[config.mk]
export PLATFORM = sky130hd
export DESIGN_NAME = rv32c_fetch_requester_flat
export DESIGN_NICKNAME = d
export VERILOG_FILES = /design/src/rtl/rv32c_fetch_requester_pkg.sv /design/src/rtl/rv32c_fetch_requester_if.sv /design/src/rtl/rv32c_fetch_requester_fifo.sv /design/src/rtl/rv32c_fetch_requester.sv /design/src/flat_wrapper.sv
export SDC_FILE = /design/constraint.sdc
export NUM_CORES = 1
export LEC_CHECK = 0
export BUFFER_PORTS_ARGS = -buffer_cell sky130_fd_sc_hd__buf_2
export CAP_MARGIN = 20
export CORE_MARGIN = 3
export CORE_UTILIZATION = 51
export CTS_BUF_LIST = sky130_fd_sc_hd__clkbuf_4
export CTS_CLUSTER_SIZE = 40
export DETAILED_ROUTE_END_ITERATION = 10
export GPL_TIMING_DRIVEN = 1
export PLACE_DENSITY = 0.78
export REMOVE_ABC_BUFFERS = 1
export SETUP_SLACK_MARGIN = 0.15
export SYNTH_ARGS = -nofsm -noshare
export SYNTH_HDL_FRONTEND = slang
export SYNTH_SLANG_ARGS = --single-unit
[constraint.sdc]
create_clock -name clk -period 5.5 [get_ports clk]
set_clock_uncertainty 0.2 [all_clocks]
set_input_delay 1.1 -clock clk [delete_from_list [all_inputs] [get_ports clk]]
set_output_delay 1.1 -clock clk [all_outputs]
set_load 0.05 [all_outputs]
[src/rtl/rv32c_fetch_requester_pkg.sv]
// rv32c_fetch_pkg: shared types and constants for the RV32C fetch requester
package rv32c_fetch_pkg;
    typedef enum logic [1:0] {IDLE, FETCH, DISCARD} fetch_state_t;
    typedef struct packed {
        logic [31:0] word;
        logic [31:0] addr;
    } fetch_entry_t;
    localparam int WORD_BYTES = 4;
endpackage

[src/rtl/rv32c_fetch_requester_if.sv]
// rv32c_fetch_requester_if: imem read port and fetch-buffer word handshake
interface rv32c_fetch_requester_if;
    logic        imem_ren;
    logic [31:0] imem_addr;
    logic        imem_busy;
    logic [31:0] imem_rdata;
    logic        word_valid;
    logic [31:0] word_out;
    logic [31:0] word_addr;
    logic        word_ack;
    modport master (
        output imem_ren, imem_addr, word_valid, word_out, word_addr,
        input  imem_busy, imem_rdata, word_ack
    );
    modport slave (
        input  imem_ren, imem_addr, word_valid, word_out, word_addr,
        output imem_busy, imem_rdata, word_ack
    );
endinterface

[src/rtl/rv32c_fetch_requester_fifo.sv]
// fetch_word_fifo: word/address queue; flush overrides push and pop
module fetch_word_fifo
    import rv32c_fetch_pkg::*;
#(
    parameter int DEPTH = 2
) (
    input  logic         clk,
    input  logic         nrst,
    input  logic         push,
    input  logic         pop,
    input  logic         flush,
    input  fetch_entry_t din,
    output fetch_entry_t dout,
    output logic         full,
    output logic         empty
);
    localparam int AW = $clog2(DEPTH);
    fetch_entry_t  mem [DEPTH];
    logic [AW-1:0] wp, rp;
    logic [AW:0]   cnt;
    logic          do_push, do_pop;
    always_comb begin
        full    = cnt == (AW+1)'(DEPTH);
        empty   = cnt == '0;
        do_pop  = pop && !empty;
        do_push = push && (!full || do_pop);
        dout    = mem[rp];
    end
    always_ff @(posedge clk) begin
        if (do_push) mem[wp] <= din;
    end
    always_ff @(posedge clk) begin
        if (!nrst || flush) begin
            wp  <= '0;
            rp  <= '0;
            cnt <= '0;
        end else begin
            if (do_push) wp <= wp + 1'b1;
            if (do_pop) rp <= rp + 1'b1;
            cnt <= cnt + (AW+1)'(do_push) - (AW+1)'(do_pop);
        end
    end
endmodule

[src/rtl/rv32c_fetch_requester.sv]
// rv32c_fetch_requester: single-outstanding word fetcher for the RV32C fetch buffer
// optional perf counters behind RV32C_FETCH_PERF_EN
module rv32c_fetch_requester
    import rv32c_fetch_pkg::*;
#(
    parameter logic [31:0] RESET_PC   = 32'h80000000,
    parameter int          FIFO_DEPTH = 2
) (
    input  logic        clk,
    input  logic        nrst,
    input  logic        redirect_en,
    input  logic [31:0] redirect_pc,
    input  logic        dmem_busy,
`ifdef RV32C_FETCH_PERF_EN
    output logic [31:0] perf_fetches,
    output logic [31:0] perf_discards,
`endif
    rv32c_fetch_requester_if.master bus
);
    fetch_state_t state, state_d;
    logic [31:0]  fetch_pc, pc_d, addr_d;
    logic         push, pop, start, full, empty;
    fetch_entry_t entry, head;

    fetch_word_fifo #(.DEPTH(FIFO_DEPTH)) u_fifo (
        .clk   (clk),
        .nrst  (nrst),
        .push  (push),
        .pop   (pop),
        .flush (redirect_en),
        .din   (entry),
        .dout  (head),
        .full  (full),
        .empty (empty)
    );

    always_ff @(posedge clk) begin
        if (!nrst) begin
            state         <= IDLE;
            fetch_pc      <= RESET_PC;
            bus.imem_ren  <= 1'b0;
            bus.imem_addr <= RESET_PC & ~32'd3;
        end else begin
            state         <= state_d;
            fetch_pc      <= pc_d;
            bus.imem_ren  <= state_d != IDLE;
            bus.imem_addr <= addr_d;
        end
    end

    // a full queue may still start a read when the head leaves this cycle
    always_comb begin
        start   = state == IDLE && (!full || pop) && !dmem_busy && !redirect_en;
        state_d = state == IDLE ? (start ? FETCH : IDLE)
                : state == FETCH && redirect_en ? (bus.imem_busy ? DISCARD : IDLE)
                : bus.imem_busy ? state : IDLE;
    end

    always_comb begin
        pop            = bus.word_ack && !empty && !redirect_en;
        push           = state == FETCH && !bus.imem_busy && !redirect_en;
        entry          = '{word: bus.imem_rdata, addr: fetch_pc};
        pc_d           = redirect_en ? {redirect_pc[31:1], 1'b0}
                       : push ? {fetch_pc[31:2], 2'b00} + 32'(WORD_BYTES) : fetch_pc;
        addr_d         = start ? {fetch_pc[31:2], 2'b00} : bus.imem_addr;
        bus.word_valid = !empty;
        bus.word_out   = empty ? '0 : head.word;
        bus.word_addr  = empty ? '0 : head.addr;
    end

`ifdef RV32C_FETCH_PERF_EN
    always_ff @(posedge clk) begin
        if (!nrst) begin
            perf_fetches  <= '0;
            perf_discards <= '0;
        end else begin
            if (push && ~&perf_fetches) perf_fetches <= perf_fetches + 1'b1;
            if (state == FETCH && redirect_en && ~&perf_discards) perf_discards <= perf_discards + 1'b1;
        end
    end
`endif
endmodule

[src/flat_wrapper.sv]
// flat-port wrapper written by rule: the top's interface ports become plain ports
module rv32c_fetch_requester_flat import rv32c_fetch_pkg::*;
#(
    parameter logic [31:0] RESET_PC   = 32'h80000000,
    parameter int          FIFO_DEPTH = 2
)
  (clk, nrst, redirect_en, redirect_pc, dmem_busy, bus_imem_ren, bus_imem_addr, bus_word_valid, bus_word_out, bus_word_addr, bus_imem_busy, bus_imem_rdata, bus_word_ack);
  rv32c_fetch_requester_if bus_i ();
  input  logic clk;
  input  logic nrst;
  input  logic redirect_en;
  input  logic [31:0] redirect_pc;
  input  logic dmem_busy;
  output wire logic [$bits(bus_i.imem_ren)-1:0] bus_imem_ren;
  output wire logic [$bits(bus_i.imem_addr)-1:0] bus_imem_addr;
  output wire logic [$bits(bus_i.word_valid)-1:0] bus_word_valid;
  output wire logic [$bits(bus_i.word_out)-1:0] bus_word_out;
  output wire logic [$bits(bus_i.word_addr)-1:0] bus_word_addr;
  input wire logic [$bits(bus_i.imem_busy)-1:0] bus_imem_busy;
  input wire logic [$bits(bus_i.imem_rdata)-1:0] bus_imem_rdata;
  input wire logic [$bits(bus_i.word_ack)-1:0] bus_word_ack;
  assign bus_imem_ren = bus_i.imem_ren;
  assign bus_imem_addr = bus_i.imem_addr;
  assign bus_word_valid = bus_i.word_valid;
  assign bus_word_out = bus_i.word_out;
  assign bus_word_addr = bus_i.word_addr;
  assign bus_i.imem_busy = bus_imem_busy;
  assign bus_i.imem_rdata = bus_imem_rdata;
  assign bus_i.word_ack = bus_word_ack;
  rv32c_fetch_requester #(.RESET_PC(RESET_PC), .FIFO_DEPTH(FIFO_DEPTH)) u_core (.clk(clk), .nrst(nrst), .redirect_en(redirect_en), .redirect_pc(redirect_pc), .dmem_busy(dmem_busy), .bus(bus_i));
endmodule
==> flow_summary.yaml, run 1 <==
clock_network:
  path_clk_slew_ns: 0.14
  cts_buffers: 17
  cts_buffer_depth: 2
  post_cts_buffers: 0
  ctsHtreeMaxLevel: 4
  holdBufCountCts: 0
  clock_latency_ns: 0.56
  post_cts_resize_count: 0
  clock-sinks: 195
  cts_root_buf: "clkbuf_4"
  cts_tree: "done"
synthesis:
  ys_async_sr_fraction_pct: 0
  synth-edff-count: 126
  seq_area_frac_synth_pct: 64.32
  synth_area_sq_um: 8030
  synth_area_per_cell_sq_um: 12.65
  ys.warnings.count: 0
  ys.flop_type: "edfxtp_1"
  synth_cell_types: 49
  ys_seq_elements: 195
  syn_inst: 635
setup_path:
  startpoint_type: "primary input"
  reg2reg_from: "u_core.state[0]"
  worstSetupEndpoint: "u_core.u_fifo.mem[0][26]"
  r2r-end: "u_core.u_fifo.mem[0][26]"
  cp_num_cells: 5
  r2r_cells: 4
  critPathSlowestCell: "buf_4"
  r2r_slack_ns: 2.22
  crit_family: "simple AND/OR/NAND/NOR gates"
  startpoint: "bus_imem_busy"
  critPathArrivalTime_ns: 3.46
  max_stage_delay_ns: 0.64
  critPathCaptureType: "flip-flop"
  cp.required_ns: 5.50
  worst-path-max-fanout: 49
  cp_num_buf_inv: 2
  critPathKind: "in -> reg"
  worstPathCellList: "buf_2 > nor3b_1 > or3b_2 > nor2_4 > buf_4"
global_route:
  met3_usage_pct: 4.364
  grt_overflow: 0
  grt_max_degree: 64
  grt-busiest-layer: "met2"
  use_met1_pct: 26.60
  gr-usage-all-layers_pct: 19.68
  grt_pass1_wl_mm: 27.48
  grt_pass1_vias: 5454
  use_met2_pct: 31.92
  antenna_found_initial: 0
power_and_ir_drop:
  leakagePower_nw: 3.500
  power_density_nw_per_um2: 271.0
  vdd_drop_max_mv: 0.1367
  total_power_mw: 2.531
routing:
  drc_errors: 0
  drtPass1Iterations: 5
  via_per_inst: 5.414
  wl_per_cell_um: 16.94
  antenna_left: 0
  drt_wl_total_mm: 17.15
  via_count: 5479
  drt_iter0_markers: 382
cells_and_area:
  final_util_pct: 60.98
  layout.nets: 861
  drive_gt1_share_pct: 26.47
  fill_cells: 1245
  syn2layout_area_growth_pct: 16.30
  n_antenna_cell: 0
die:
  dieArea_sq_um: 17290
  core_sq_um: 15310
  die_h_um: 131.5
  start_util_pct: 52.43
  pin_count: 168
  die_w_um: 131.5
  rows: 45
sta:
  drv_slew: 0
  relSlewSlack_pct: 40.83
  rsz0062_at_grt: "false"
  fin_crit_ns: 3.463
  worst_pin_slew_ns: 0.8876
  tns_ns: 0
  finalSetupViolCount: 0
  finalCritPeriodShare_pct: 62.97
  finalHoldViolCount: 0
  max_freq_ghz: 0.2888
run_status:
  status: "complete, no violations"
hold_path:
  min_path_type: "reg -> reg"
run:
  maxCapViolCount: 0
place:
  portBuffers: 163
  hpwl_mm: 11.27
  gp_congestion: 0.7793
[where the power goes]
part,internal [mW],total [mW],switching (mW)
Sequential,1.59,1.63,0.0375
Combinational,0.0656,0.177,0.112
Clock,0.272,0.729,0.456
Total,1.93,2.53,0.606
[how the worst min path moves through the flow]
stage	start	end	slack (ns)	cells past startpoint
final	u_core.fetch_pc[1]	u_core.u_fifo.mem[1][1]	0.27	0
after global routing	u_core.fetch_pc[1]	u_core.u_fifo.mem[0][1]	0.30	0
after CTS	u_core.fetch_pc[1]	u_core.u_fifo.mem[1][1]	0.26	0
after detailed placement	u_core.fetch_pc[1]	u_core.u_fifo.mem[1][1]	0.23	0
after global placement	u_core.fetch_pc[1]	u_core.u_fifo.mem[0][1]	0.24	0
after floorplan	u_core.fetch_pc[1]	u_core.u_fifo.mem[0][1]	0.22	0
[Yosys cell counts (all sizes together), types with 2 or more instances]
cell type / n / share of area (%)
nor2b: 32 / 2.5
nand4: 11 / 1.0
o21ai: 26 / 1.6
a21oi: 13 / 0.81
o31ai: 3 / 0.28
dfxtp: 69 / 17
buf: 10 / 0.72
mux2i: 94 / 12
nand2: 17 / 0.79
nor4: 5 / 0.39
o211a: 6 / 0.75
a311oi: 2 / 0.22
or3: 5 / 0.39
inv: 8 / 0.37
ha: 3 / 0.47
and3: 6 / 0.47
and2: 3 / 0.23
nor3: 9 / 0.56
a31o: 2 / 0.22
xor2: 5 / 0.55
and4: 5 / 0.55
xnor2: 9 / 0.98
a31oi: 6 / 0.47
nor3b: 6 / 0.56
clkbuf: 31 / 1.5
nor4b: 2 / 0.22
a211oi: 3 / 0.28
edfxtp: 126 / 47
nor2: 77 / 3.6
nand2b: 5 / 0.39
nand3: 13 / 0.81
o21a: 3 / 0.28
or4: 8 / 0.75
[placed cells by master (no fill, tap or decap), types with 3 or more instances in the layout]
master    instances
a211oi_1          3
a21oi_1          13
a31oi_1           6
and2_1            3
and3_1            6
and4_1            5
buf_2           163
buf_4             9
clkbuf_4         18
clkinv_1          5
conb_1            3
dfxtp_1          68
edfxtp_1        126
ha_1              3
inv_1             8
inv_6             3
mux2i_1          94
nand2_1          17
nand2b_1          5
nand3_1          13
nand4_1          10
nor2_1           74
nor2_4            3
nor2b_1          32
nor3_1            8
nor3b_1           6
nor4_1            5
o211a_1           6
o21a_1            3
o21ai_0          26
o31ai_1           3
or3_1             5
or4_1             8
xnor2_1           9
xor2_1            5
[per-stage QoR]
step | hold WS (ns) | setup slack, ns | cells | instance area (sq um)
3_5_place_dp | 0.2304 | 1.457 | 979 | 9041
5_1_grt | 0.2997 | 1.965 | 1012 | 9339
6_report | 0.2709 | 2.037 | 1012 | 9339
4_1_cts | 0.2645 | 1.759 | 1011 | 9311
3_3_place_gp | 0.2390 | 1.507 | 979 | 9041
2_1_floorplan | 0.2175 | 0.1189 | 596 | 7863
[state kept, by name, indices dropped and copies added, names as in the netlist, named ones only]
name	cells
u_core.fetch_pc	31
u_core.bus.imem_ren	1
u_core.u_fifo.rp	1
u_core.u_fifo.wp	1
u_core.u_fifo.mem	126
u_core.state	2
u_core.bus.imem_addr	30
u_core.u_fifo.cnt	2
[metal layers]
layer | vias to the layer above | routed length (um)
met2 | 211 | 8141
met1 | 2626 | 7697
met4 | 0 | 193
met3 | 18 | 1114
li1 | 2624 | -
met5 | - | 0
[final cells by class]
| class | instances | area [sq um] | share of cell area [%] |
|---|---|---|---|
| Tap cell | 211 | 264.0 | 2.827 |
| Clock buffer | 18 | 135.1 | 1.447 |
| Inverter | 9 | 33.78 | 0.3617 |
| Sequential cell | 195 | 5169 | 55.35 |
| Clock inverter | 14 | 135.1 | 1.447 |
| Multi-Input combinational cell | 392 | 2691 | 28.82 |
| Timing Repair Buffer | 173 | 910.9 | 9.753 |
[cells by family (layout without fill, tap and decap cells)]
family | Yosys count | count (layout) | share of synthesized area, %
fa+ha+maj | 3 | 3 | 0.4675
flops | 195 | 195 | 64.32
buf+inv | 50 | 214 | 2.602
simple gates | 209 | 209 | 13.85
mux | 94 | 94 | 11.72
other cells | 1 | 3 | 0.04670
compound gates | 69 | 69 | 5.469
xor+xnor | 14 | 14 | 1.527
(Power assumes the default switching activity.)
==> run 2: changes to the inputs <==
ABC_AREA = 1   (was unset)
clock period = 3.15 ns   (was 5.5 ns; I/O delays follow)
==> run 2 against run 1 <==
Wire length grew 14%. Die area increased by 1.7%. Flip-flop and latch count is the same. Sequential power up 74%.
==> flow_summary.yaml, run 2 <==
setup_path:
  startpoint_type: "flip-flop"
  crit_family: "buffers and inverters"
  worstSetupEndpoint: "bus_word_out[2]"
  r2r_cells: 11
  cp.required_ns: 2.32
  reg2reg_from: "u_core.u_fifo.cnt[0]"
  critPathArrivalTime_ns: 2.01
  cp_num_buf_inv: 3
  r2r-end: "u_core.u_fifo.cnt[1]"
  critPathCaptureType: "output port"
  r2r_slack_ns: 0.70
  worst-path-max-fanout: 32
  critPathKind: "reg -> out"
  max_stage_delay_ns: 0.50
  cp_num_cells: 5
  worstPathCellList: "inv_2 > buf_4 > nand2_1 > a21oi_1 > buf_2"
  critPathSlowestCell: "dfxtp_4"
global_route:
  grt_pass1_vias: 6066
  grt_max_degree: 65
  grt_pass1_wl_mm: 30.42
  gr-usage-all-layers_pct: 21.78
  antenna_found_initial: 0
  grt_overflow: 0
sta:
  drv_slew: 0
  finalSetupViolCount: 0
  rsz0062_at_grt: "true"
  finalHoldViolCount: 0
  max_freq_ghz: 0.3521
  finalCritPeriodShare_pct: 90.17
  fin_crit_ns: 2.840
  tns_ns: 0
  worst_pin_slew_ns: 0.6237
  relSlewSlack_pct: 58.37
  hold_slack_ns: 0.05986
run:
  maxCapViolCount: 0
clock_network:
  clock-sinks: 195
  cts_buffer_depth: 2
  clock_latency_ns: 0.57
  cts_buffers: 17
  path_clk_slew_ns: 0.15
  cts_tree: "done"
  post_cts_buffers: 0
  ctsHtreeMaxLevel: 4
  cts_root_buf: "clkbuf_4"
routing:
  wl_per_cell_um: 15.54
  drt_wl_total_mm: 19.47
  via_per_inst: 5.296
  drc_errors: 0
  antenna_left: 0
  via_count: 6636
  drt_iter0_markers: 405
  drtPass1Iterations: 5
cells_and_area:
  most-common-layout-cells: "nand2_1 (278), buf_2 (162), edfxtp_1 (126)"
  layout.nets: 1102
  largest_reg_flops: 126
  fill_cells: 1370
  syn2layout_area_growth_pct: 17.26
  drive_gt1_share_pct: 21.98
  n_antenna_cell: 0
  top_regs: "u_core.u_fifo.mem x126, u_core.fetch_pc x31, u_core.bus.imem_addr x30"
  stdcell_area_sq_um: 9588
  regMostFlops: "u_core.u_fifo.mem"
  final_common_cell: "nand2_1"
synthesis:
  synth.top_cell.area_share_pct: 46.27
  synth_area_per_cell_sq_um: 9.388
  synth-edff-count: 126
  synth_cell_types: 29
  ys_async_sr_fraction_pct: 0
  synth_area_sq_um: 8177
  yosysTopAreaCell: "edfxtp_1"
  synth_common_cells: "nand2_1 (278), edfxtp_1 (126), a21oi_1 (121), dfxtp_1 (69), nor2_1 (69)"
  syn_inst: 871
  seq_area_frac_synth_pct: 63.17
  yosys-top-cells-area: "edfxtp_1 (46%), dfxtp_1 (17%), nand2_1 (13%)"
  ys_seq_elements: 195
  yosysMostFrequentCell: "nand2_1"
  ys.flop_type: "edfxtp_1"
  ys.warnings.count: 0
die:
  rows: 45
  die_h_um: 132.6
  core_sq_um: 15430
  dieArea_sq_um: 17590
  pin_count: 168
  start_util_pct: 53.00
  die_w_um: 132.6
hold_path:
  min_path_type: "in -> reg"
  hold_start: "bus_imem_rdata[23]"
place:
  portBuffers: 163
  postPlaceCellArea_sq_um: 9256
  gp_congestion: 0.9051
  hpwl_mm: 12.62
power_and_ir_drop:
  leakagePower_nw: 3.820
  vdd_drop_max_mv: 0.2185
  power_density_nw_per_um2: 466.6
  total_power_mw: 4.473
run_status:
  status: "complete, no violations"
[run 2: worst min-delay path by stage]
stage                               endpoint  slack, ns  cells past startpoint
floorplan            u_core.u_fifo.mem[0][1]       0.23                      0
global placement     u_core.u_fifo.mem[0][1]       0.24                      0
detailed placement   u_core.bus.imem_addr[2]       0.25                      2
CTS                 u_core.u_fifo.mem[1][55]     0.0006                      1
global route        u_core.u_fifo.mem[1][55]      0.003                      1
finish              u_core.u_fifo.mem[1][55]       0.06                      1
[run 2: layout make-up]
type	count	area, sq um	area share (%)
clock buffer	17	127.6	1.331
clock inverter	15	157.7	1.644
inverter	43	161.4	1.683
multi-input combinational	589	2671	27.86
sequential	195	5169	53.91
tap	211	264.0	2.753
timing repair buffer	183	1037	10.82
[run 2: layer usage]
| metal | up-vias | share of wire [%] | routed length [um] | global-route usage, % |
|---|---|---|---|---|
| met5 | - | 0 | 0 | 0 |
| met4 | 0 | 2.2 | 437 | 8.141 |
| met3 | 38 | 7.3 | 1416 | 4.639 |
| met2 | 290 | 47 | 9171 | 34.69 |
| met1 | 3073 | 43 | 8446 | 29.60 |
| li1 | 3235 | - | - | - |
[run 2: worst register-to-register path: cells and delay by family, from the launching register on]
family,cells,cell delay (ns)
fa+ha+maj,2,0.52
xor+xnor,1,0.13
simple gates,6,0.94
buf+inv,1,0.04
compound gates,1,0.11
flops,1,0.44
[run 2: kinds of logic after synthesis]
logic type	after synthesis	share of synthesized area, %
buffers and inverters	89	4.529
adders and majority gates	3	0.4591
other	1	0.04586
DFF	195	63.17
AOI/OAI and AO/OA	154	9.824
and+or+nand+nor	416	20.58
xor gates and xnor gates	13	1.393
[run 2: power breakdown]
| group | internal (mW) | total [mW] | switching (mW) |
|---|---|---|---|
| combinational | 0.108 | 0.325 | 0.217 |
| clock | 0.478 | 1.31 | 0.835 |
| sequential | 2.77 | 2.84 | 0.0676 |
| total | 3.35 | 4.47 | 1.12 |
[run 2: timing repair]
action                                 in CTS  in global routing
hold buffers                                3                  0
gates resized for setup                     2                  3
endpoints found under the hold margin       5                  0
setup endpoints to repair                  44                 29
[run 2: through the flow]
stage	setup slack, ns	cells	util, %
after detailed placement	0.4360	1218	60.00
after floorplan	-2.321	827	-
after global routing	0.1351	1253	62.15
final	0.3097	1253	62.15
after global placement	0.4577	1218	60.00
after CTS	0.2049	1253	62.08
==> run 3: changes to the inputs <==
clock period = 2.5 ns   (was 3.15 ns; I/O delays follow)
==> run 3 against run 2 <==
Cell area is 20% higher. Power is 29% higher. Final cell count is 5.3% higher. Worst hold slack worse by 0.0085 ns. Critical endpoint is now bus_word_addr[20]. Combinational power is 62% higher.
==> flow_summary.yaml, run 3 (synthesis gave the netlist of run 2 again) <==
cells_and_area:
  final_common_cell: "nand2_1"
  multi_input_area_sq_um: 3314
  final_util_pct: 74.67
  regArea_sq_um: 5176
  regMostFlops: "u_core.u_fifo.mem"
  largest_reg_flops: 126
  layout.cells.non_filler: 1320
  drive_gt1_share_pct: 29.60
  most-common-layout-cells: "nand2_1 (270), edfxtp_1 (126), buf_2 (99)"
  syn2layout_area_growth_pct: 40.89
  fill_cells: 1036
  top_regs: "u_core.u_fifo.mem x126, u_core.fetch_pc x31, u_core.bus.imem_addr x30"
  layout.nets: 1168
clock_network:
  path_clk_slew_ns: 0.15
  cts_buffers: 17
  clock_latency_ns: 0.58
  ctsHtreeMaxLevel: 4
  clock-sinks: 195
  cts_root_buf: "clkbuf_4"
  cts_tree: "done"
  cts_buffer_depth: 2
global_route:
  grt_pass1_vias: 6722
  grt_overflow: 0
  grt_max_degree: 48
  antenna_found_initial: 1
  gr-usage-all-layers_pct: 25.12
  grt_pass1_wl_mm: 34.80
place:
  gp_congestion: 0.9060
  hpwl_mm: 12.62
  dp.cells: 1226
  portBuffers: 163
sta:
  fin_crit_ns: 2.432
  rsz0062_at_grt: "true"
  finalCritPeriodShare_pct: 97.26
  finalSetupViolCount: 0
  drv_slew: 0
  finalHoldViolCount: 0
  max_freq_ghz: 0.4113
hold_path:
  min_path_type: "in -> reg"
routing:
  drtPass1Iterations: 5
  wl_per_cell_um: 17.98
  via_per_inst: 5.354
  antenna_left: 0
  drt_wl_total_mm: 23.73
  via_count: 7067
  drt_iter0_markers: 451
  drc_errors: 0
power_and_ir_drop:
  p_comb_share_pct: 9.1
  clockPowerShare_pct: 29.3
  power_density_nw_per_um2: 502.4
  vdd_drop_max_mv: 0.3250
  internal_power_mw: 4.312
  leakagePower_nw: 4.300
  total_power_mw: 5.788
  p_seq_share_pct: 61.7
  p_switching_mw: 1.476
  sw_frac_of_total_pct: 25.50
run:
  maxCapViolCount: 0
die:
  die_w_um: 132.6
  rows: 45
  dieArea_sq_um: 17590
  core_sq_um: 15430
  start_util_pct: 53.00
  die_h_um: 132.6
  pin_count: 168
setup_path:
  critPathCaptureType: "output port"
  critPathKind: "reg -> out"
  worst-path-max-fanout: 8
  cp.required_ns: 1.80
  startpoint_type: "flip-flop"
  critPathArrivalTime_ns: 1.73
run_status:
  status: "complete, no violations"
==> run 3: cell types whose count changed in the layout (fill, tap and decap cells not counted), sizes merged <==
cell / before / now
inv: 46 / 45
clkinvlp: 3 / 4
dlygate4sd3: 3 / 47
clkinv: 7 / 6
diode: 0 / 1
buf: 179 / 200
clkbuf: 18 / 20
==> run 3: routing by layer <==
layer / global-route usage [%] / share of wire (%) / vias up
li1: - / - / 3374
met1: 32.57 / 40 / 3306
met2: 41.32 / 49 / 341
met3: 6.274 / 8.3 / 46
met4: 8.949 / 2.4 / 0
met5: 0 / 0 / -
==> run 3: worst max-delay path, stage by stage, from the launching register on <==
cell and delay [ns]:
dfxtp_4 0.38, nor2_4 0.20, buf_12 0.17, clkbuf_16 0.20
a21oi_2 0.05, buf_6 0.15
==> run 3: final timing paths <==
path	start	end	slack, ns	cells after the start
min	redirect_pc[6]	u_core.fetch_pc[6]	0.05	3
max reg2reg	u_core.u_fifo.cnt[0]	u_core.u_fifo.cnt[1]	0.25	12
max	u_core.u_fifo.cnt[0]	bus_word_addr[20]	0.07	5
min reg2reg	u_core.bus.imem_addr[18]	u_core.bus.imem_addr[18]	0.27	2
==> run 3: power groups by stage <==
| stage | logic, mW | registers, mW | clock network, mW |
|---|---|---|---|
| floorplan | 0.197 | 3.66 | 0 |
| global placement | 0.400 | 3.64 | 0 |
| detailed placement | 0.407 | 3.64 | 0 |
| CTS | 0.491 | 3.57 | 1.70 |
| global route | 0.566 | 3.58 | 1.81 |
| finish | 0.525 | 3.57 | 1.69 |
==> run 3: metrics by stage <==
stage	setup WS, ns	cell area (sq um)	setup TNS, ns	hold WS [ns]
finish	0.06848	11520	0	0.05131
global route	-0.03485	11520	-0.2364	0.04105
CTS	0.03494	10750	0	0.005603
detailed placement	0.1136	9291	0	0.2425
global placement	0.1521	9291	0	0.2367
floorplan	-2.971	7975	-529.49	0.2259
==> run 3: cell type report <==
class                      instances  area share [%]
antenna                            1         0.02172
clock buffer                      18           1.173
clock inverter                    14           1.336
inverter                          43           1.510
multi-input combinational        589           28.77
sequential                       195           44.93
tap                              211           2.292
timing repair buffer             249           19.96
==> run 3: timing repair <==
item                                    4_1_cts  5_1_grt
gates cloned                                  7        2
hold endpoints to repair                     79        0
endpoints found under the setup margin       64       66
hold buffers                                 47        0
pin swaps                                     1        7
setup buffers                                 4        1
resized for setup                           148      149
